**config.mk**
```make
export PLATFORM = sky130hd
export DESIGN_NAME = bus_fabric
export DESIGN_NICKNAME = d
export VERILOG_FILES = /design/src/rtl/bus_fabric_pkg.sv /design/src/rtl/bus_fabric_decode.sv /design/src/rtl/bus_fabric.sv
export SDC_FILE = /design/constraint.sdc
export NUM_CORES = 1
export LEC_CHECK = 0
export BUFFER_PORTS_ARGS = -buffer_cell sky130_fd_sc_hd__buf_2
export CAP_MARGIN = 5
export CORE_AREA = 5 5 131 133
export DETAILED_ROUTE_END_ITERATION = 12
export DIE_AREA = 0 0 136 138
export MAX_ROUTING_LAYER = met4
export PLACE_DENSITY_LB_ADDON = 0.2
export SKIP_CTS_REPAIR_TIMING = 1
export SLEW_MARGIN = 20
export SYNTH_ARGS = -nofsm -noshare
export SYNTH_HDL_FRONTEND = slang
export SYNTH_HIERARCHICAL = 1
export SYNTH_SLANG_ARGS = --single-unit
export TNS_END_PERCENT = 1
```
**constraint.sdc**
```tcl
create_clock -name clk -period 1.86 [get_ports clk]
set_input_delay 0.372 -clock clk [delete_from_list [all_inputs] [get_ports clk]]
set_output_delay 0.372 -clock clk [all_outputs]
set_load 0.1 [all_outputs]
```
**src/rtl/bus_fabric_pkg.sv**
```systemverilog
// bus_fabric_pkg
//   Shared definitions for the bus fabric: access-sequencer state encoding,
//   wait-state and timeout counter widths, and the slave-index width helper.
package bus_fabric_pkg;

  localparam int unsigned WAITW = 4;  // per-slave minimum wait-state field width
  localparam int unsigned TOW   = 8;  // timeout counter width

  typedef enum logic [2:0] {
    IDLE,
    START,
    WAIT,
    DONE,
    FAULT
  } state_t;

  // Width of a slave index; a single-slave fabric still carries a 1-bit index.
  function automatic int unsigned idx_width(input int unsigned n);
    return (n > 1) ? $clog2(n) : 1;
  endfunction

endpackage

```
**src/rtl/bus_fabric_decode.sv**
```systemverilog
// bus_fabric_decode
//   Combinational address decoder: compares the address against every slave's
//   base/mask window and returns the lowest matching slave index.
// Ports
//   address  in   AW   address to decode
//   hit      out  1    at least one window matches
//   index    out  IW   lowest matching slave index (0 when no hit)
module bus_fabric_decode
  import bus_fabric_pkg::*;
#(
  parameter int unsigned          NSLAVE = 8,
  parameter int unsigned          AW     = 32,
  parameter logic [NSLAVE*AW-1:0] BASE   = '0,
  parameter logic [NSLAVE*AW-1:0] MASK   = '0,
  parameter int unsigned          IW     = idx_width(NSLAVE)
) (
  input  logic [AW-1:0] address,
  output logic          hit,
  output logic [IW-1:0] index
);

  always_comb begin
    hit   = 1'b0;
    index = '0;
    // Ascending scan that stops updating at the first match gives lowest-index priority.
    for (int unsigned i = 0; i < NSLAVE; i++) begin
      if (!hit && ((address & MASK[i*AW +: AW]) == BASE[i*AW +: AW])) begin
        hit   = 1'b1;
        index = IW'(i);
      end
    end
  end

endmodule

```
**src/rtl/bus_fabric.sv**
```systemverilog
// bus_fabric
//   Address decode and access sequencing between the CPU master port and
//   NSLAVE slaves. Each access pulses s_start, holds a one-hot select,
//   enforces the slave's minimum wait states, waits for s_ready, registers
//   the read data and strobes m_busfault on an unmapped address.
//   Optional build macro BUS_FABRIC_TIMEOUT_EN adds a WAIT-state timeout
//   (TIMEOUT cycles) that ends the access with a fault.
// Ports
//   clk, reset (async, active high)
//   m_address/m_read/m_write/m_byteenable   master request
//   m_readdata/m_waitrequest/m_busfault      master response
//   s_select/s_start/s_read/s_write          slave control
//   s_ready/s_readdata                       slave response (packed per slave)
module bus_fabric
  import bus_fabric_pkg::*;
#(
  parameter int unsigned             NSLAVE  = 8,
  parameter int unsigned             AW      = 32,
  parameter int unsigned             DW      = 32,
  parameter logic [NSLAVE*AW-1:0]    BASE    = '0,
  parameter logic [NSLAVE*AW-1:0]    MASK    = '0,
  parameter logic [NSLAVE*WAITW-1:0] WAITS   = '0,
  parameter int unsigned             TIMEOUT = 255
) (
  input  logic                 clk,
  input  logic                 reset,
  input  logic [AW-1:0]        m_address,
  input  logic                 m_read,
  input  logic                 m_write,
  input  logic [DW/8-1:0]      m_byteenable,
  output logic [DW-1:0]        m_readdata,
  output logic                 m_waitrequest,
  output logic                 m_busfault,
  output logic [NSLAVE-1:0]    s_select,
  output logic                 s_start,
  output logic                 s_read,
  output logic                 s_write,
  input  logic [NSLAVE-1:0]    s_ready,
  input  logic [NSLAVE*DW-1:0] s_readdata
);

  localparam int unsigned    IW       = idx_width(NSLAVE);
  localparam logic [TOW-1:0] TO_LIMIT = TOW'(TIMEOUT);

  state_t           state, state_nx;
  logic [IW-1:0]    idx;
  logic [WAITW-1:0] wcnt;
  logic             dec_hit;
  logic [IW-1:0]    dec_idx;
  logic             req;
  logic             complete;
  logic             timeout;
  logic [DW-1:0]    rdata_sel;

  bus_fabric_decode #(
    .NSLAVE (NSLAVE),
    .AW     (AW),
    .BASE   (BASE),
    .MASK   (MASK),
    .IW     (IW)
  ) u_decode (
    .address (m_address),
    .hit     (dec_hit),
    .index   (dec_idx)
  );

  assign req       = m_read | m_write;
  assign rdata_sel = s_readdata[idx*DW +: DW];
  assign complete  = (wcnt >= WAITS[idx*WAITW +: WAITW]) && s_ready[idx];

  logic unused_be;
  assign unused_be = ^m_byteenable;

`ifdef BUS_FABRIC_TIMEOUT_EN
  logic [TOW-1:0] tcnt;

  assign timeout = (tcnt == TO_LIMIT);

  always_ff @(posedge clk or posedge reset) begin
    if (reset) begin
      tcnt <= '0;
    end else if (state == START) begin
      tcnt <= '0;
    end else if (state == WAIT) begin
      tcnt <= (tcnt == '1) ? tcnt : tcnt + 1'b1;
    end
  end
`else
  logic unused_to;
  assign unused_to = ^TO_LIMIT;
  assign timeout   = 1'b0;
`endif

  // State register
  always_ff @(posedge clk or posedge reset) begin
    if (reset) state <= IDLE;
    else       state <= state_nx;
  end

  // Next-state logic
  always_comb begin
    state_nx = state;
    unique case (state)
      IDLE:  if (req) state_nx = dec_hit ? START : FAULT;
      START: state_nx = WAIT;
      WAIT: begin
        if (complete)     state_nx = DONE;
        else if (timeout) state_nx = FAULT;
      end
      DONE:  state_nx = IDLE;
      FAULT: state_nx = IDLE;
      default: state_nx = IDLE;
    endcase
  end

  // Combinational outputs
  always_comb begin
    s_start       = (state == START);
    s_write       = m_write && (|s_select);
    s_read        = m_read && !m_write && (|s_select);
    m_waitrequest = req && !(state inside {DONE, FAULT});
  end

  // Registered datapath: slave index, select, wait counter, read data, fault strobe
  always_ff @(posedge clk or posedge reset) begin
    if (reset) begin
      idx        <= '0;
      s_select   <= '0;
      wcnt       <= '0;
      m_readdata <= '0;
      m_busfault <= 1'b0;
    end else begin
      m_busfault <= 1'b0;
      unique case (state)
        IDLE: begin
          if (req && dec_hit) begin
            idx      <= dec_idx;
            s_select <= NSLAVE'(1) << dec_idx;
          end else if (req) begin
            m_readdata <= '0;
            m_busfault <= 1'b1;
          end
        end
        START: wcnt <= '0;
        WAIT: begin
          wcnt <= (wcnt == '1) ? wcnt : wcnt + 1'b1;
          if (complete) begin
            s_select <= '0;
            // A read withdrawn mid-access still finishes on the slave, but its data is dropped.
            if (m_read && !m_write) m_readdata <= rdata_sel;
          end else if (timeout) begin
            s_select   <= '0;
            m_readdata <= '0;
            m_busfault <= 1'b1;
          end
        end
        default: ;
      endcase
    end
  end

endmodule

```
# Word-level counts from Yosys, hierarchy flattened
# Cells that the tools add are included.
classes:
  addsub: 1
  order_cmp: 1
  n_eq_ne: 8
  mux: 8
  n_bitwise: 1
  n_reduce_logical: 16
op_table:
  columns: ["operator", "count"]
  rows:
  - ["8-bit 2-to-1 mux", 2]
  - ["8-bit one-hot mux with 2 select lines", 1]
  - ["3-bit one-hot mux with 3 select lines", 1]
  - ["4-bit one-hot mux with 2 select lines", 1]
  - ["8-bit OR reduction", 1]
  - ["3-bit by 2-bit equality test with 1-bit output (second input constant)", 2]
  - ["3-bit 2-to-1 mux", 2]
  - ["2-bit inequality test (second input constant)", 3]
  - ["3-bit AND reduction", 2]
  - ["2-bit nonzero test", 3]
  - ["1-bit logical AND", 5]
  - ["4-bit by 1-bit adder with 4-bit output (second input constant)", 1]
  - ["4-bit equality test (second input constant)", 1]
  - ["4-bit by 1-bit greater-or-equal comparator with 1-bit output (second input constant)", 1]
  - ["4-bit 2-to-1 mux", 1]
  - ["2-bit AND reduction", 2]
  - ["3-bit by 1-bit equality test with 1-bit output (second input constant)", 1]
  - ["3-bit equality test (second input constant)", 1]
  - ["3-bit logical NOT", 1]
  - ["1-bit logical NOT", 2]
  - ["1-bit bitwise OR", 1]
word_totals:
  regBits: 47
  elab_cells: 39

# Longest topological paths before layout
logic_depth:
  depth_word: 4
  depth_mapped: 7
  ltp_nobuf: 4

# Cells and area by module
# Netlist, hierarchy kept.
by_module_without_submodules:
  columns: ["module", "n_inst", "cells_each", "area_each_um2", "seq_area_each_um2"]
  rows:
  - ["bus_fabric", 1, 257, 3793.6, 1176.1]
  - ["bus_fabric_decode", 1, 6, 37.5, 0.0]

# Worst setup path before layout
# OpenSTA, ideal clock, no wires.
synth_path:
  path_type: "reg2out"
  from: "reg state[0]"
  to: "out m_waitrequest"
  arrival_time_ps: 2882
  setup_slack_ps: -1394
  path_stages_with_launch: 4
  n_path_buf: 1
  cell_sequence: "dfrtp_1 -> clkbuf_1 -> nor2_1 -> a211oi_1"
synth_between:
  elab_chain_len: 4
  word_cells_on_any_way: 5
  classes_between: "eq/ne (2); reduce/logical (3)"
synth_rtl:
  columns: ["element", "line", "source"]
  rows:
  - ["start, declared", "bus_fabric.sv:45", "state_t state, state_nx;"]
  - ["start signal, assigned", "bus_fabric.sv:97", "else state <= state_nx;"]
  - ["3-bit by 2-bit equality test with 1-bit output / 3-bit equality test (equally long branches)", "bus_fabric.sv:121", "m_waitrequest = req && !(state inside {DONE, FAULT});"]
  - ["2-bit nonzero test *", "bus_fabric.sv:121", null]
  - ["1-bit logical NOT *", "bus_fabric.sv:121", null]
  - ["1-bit logical AND *", "bus_fabric.sv:121", null]
  - ["end, declared", "bus_fabric.sv:32", "output logic m_waitrequest,"]
# Mark *: on every way between the ends. The rest lies on a longest branch, timed or not.

==> impl_results.md <==
- Outcome: complete, but fails checks
- Failing checks: setup timing
- Worst-margin pin slew: 536 ps
- Area growth from synthesis to layout: 58.5%
- Worst EP required: 2040 ps
- First-pass GRT wire length: 24400 µm
- GR Util met2: 0.299
- Clock Skews: 4.35 ps
- Clock network power share: 0.090
- H-tree levels: 2
- Average routed wire per standard cell: 19.8 µm
- Cts bufs inserted: 5
- Placed Area: 5850 µm²
- Root Buffer: clkbuf_16
- Final hold violations: 0
- Crit path kind: register to register
- Sequential Power Share: 0.165
- Final Slew Violations: 0
- Die width: 136 µm
- Placed Cells: 787
- GRT met1 Usage: 0.189
- Commonest cells after routing, fill and taps aside: buf_2, mux4_2, dfrtp_1
- Max-cap violations: 0
- Top cell type's share of synthesized area: 0.382
- Combinational fraction of design power: 0.745
- Slew headroom: 0.645
- DR vias: 3832
- Wirelength, routed: 15900 µm
- # rows: 46
- Gpl congestion: 0.878
- Syn Std Cell Area: 3830 µm²
- Peak Freq: 0.495 GHz
- Antenna violations before repair: 7
- Final setup vio count: 41
- Dpl ws: -216 ps
- Unique masters post-synth: 32
- FF+latch count, synth: 47
- GRT Util Overall: 0.171
- Avg Synthesized Cell Area: 14.6 µm²
- Vias in the first global route: 4543
- Yosys warns: 6
- Sw frac: 0.524
- Crit path DAT: 2200 ps
- Pint: 5.04 mW
- Largest net degree at the start of global routing: 35
- Port Buffers: 312
- Final Cycle Share: 1.09
- Power Dens Cells: 1740 nW/µm²
- Synth area leaders: mux4_2, dfrtp_1, mux2_2, a22o_1, buf_6
- DRC Markers: 0
- Leakage: 2.98 nW
- Clk Latency, worst-skew pair: 290 ps
- Busiest grt layer: met2
- VDD IR max: 0.000615 V
- Die height: 138 µm
- Area leader, netlist: mux4_2
- M3 GR Usage: 0.0399
- Final Critical Period: 2020 ps
- Final ANT Viol Nets: 0
- Clock slew at reported path FFs: 70 ps
- RSZ-0062 raised after global routing: yes
- Post-DP HPWL: 13500 µm
- DRT iter0 DRCs: 134
- Post-Layout Cell Count: 803
- CP Max Fanout: 32
- TritonCTS clock tree: done
- # IOs: 349
- Worst Setup Slack, final: -159 ps
- CTS Buffer Depth: 2
- Die ar.: 18800 µm²
- Layout Nets: 883
- Net Sw Power: 5.55 mW
- Via density per instance: 4.77
- Worst Setup End Kind: register
- Drt pass-1 iters: 4
- Final Instance Area: 6070 µm²
- Overflow after GRT: 0
- Post-Synthesis Cells: 263
- Clk sinks: 47
- Worst Setup Start Kind: register
- HP Class: input pin to asynchronous set/reset pin
- Commonest non-fill, non-tap cell in the layout: buf_2
- Initial Utilization: 0.244
- Sequential cell area fraction in the yosys report: 0.307
- Layout cells sized above 1: 0.805
- Area of the core: 15700 µm²
critical path, stage by stage, from the launching register on:
cell and delay [ps]:
dfrtp_2 500, mux2_4 340, mux4_2 520, and3_4 300, a22o_1 230
metrics by stage:
step | hold WS, ps | power, mW | utilization | TNS [ps]
global placement | 407 | 9.52 | 0.372 | -6250
CTS | 113 | 10.6 | 0.382 | -8420
detailed placement | 425 | 9.61 | 0.372 | -7340
finish | 101 | 10.6 | 0.387 | -5490
global route | 154 | 11.2 | 0.387 | -7860
floorplan | 647 | 7.77 | - | -3710
final cells by class:
class / count / area, µm²
diodes: 7 / 17.5
clock buffers: 6 / 139
clock inverters: 2 / 16.3
fillers: 1541 / 9640
inverters: 3 / 11.3
multi-input cells: 184 / 2520
flip-flops and latches: 47 / 1190
well taps: 216 / 270
repair buffers: 338 / 1910
cell families after synthesis:
family / Yosys count / share of synthesized area
and+or+nand+nor: 32 / 0.0428
other: 2 / 0.00196
DFF: 47 / 0.307
muxes: 101 / 0.488
AOI/OAI and AO/OA: 47 / 0.108
buffers and inverters: 34 / 0.0523
Yosys cell counts:
master     number
nor2b_1         2
a21oi_2         1
o21ba_1         1
buf_4           7
mux2_1          4
and2_1          3
inv_1           2
o21bai_1        1
conb_1          2
o21ai_2         1
buf_2           7
buf_1           3
buf_6           5
a2111oi_0       1
a22o_1         36
nor4_1          4
and3b_1         1
mux2_2         32
nand2_1        10
nand3_1         1
or3b_1          1
dfrtp_1        47
nor3b_1         1
nor2_1          6
mux4_2         65
nor3_1          1
inv_2           1
and3_1          2
a32o_1          4
clkbuf_1        9
a21o_1          1
a211oi_1        1
registers in the layout, summed over array words and instances, names as in the netlist:
signal	flops
m_busfault	1
state	3
idx	3
s_select	8
m_readdata	32
routing by layer:
metal | up-vias | part of all wire | wire, µm
met5 | - | 0 | 0
met4 | 0 | 0.028 | 444
met3 | 28 | 0.069 | 1100
met2 | 189 | 0.53 | 8470
met1 | 1886 | 0.37 | 5870
li1 | 1729 | - | -
final timing paths:
check	from	to	cells after the start	slack [ps]
setup reg to reg	idx[0]	m_readdata[13]	4	-160
hold reg to reg	m_readdata[19]	m_readdata[19]	1	500
min in group clk	m_readdata[19]	m_readdata[19]	1	500
setup / recovery	idx[0]	m_readdata[13]	4	-160
max in group asynchronous	reset	idx[1]	3	1190
hold / removal	reset	m_readdata[8]	2	100
power groups by stage:
stage               sequential [mW]  clock, mW  combinational, mW
finish                         1.75      0.951               7.89
floorplan                      4.13          0               3.64
detailed placement             1.74          0               7.87
CTS                            1.74      0.984               7.87
global placement               1.74          0               7.78
global route                   1.80       1.02               8.35
Power figures use the tool's default switching activity.
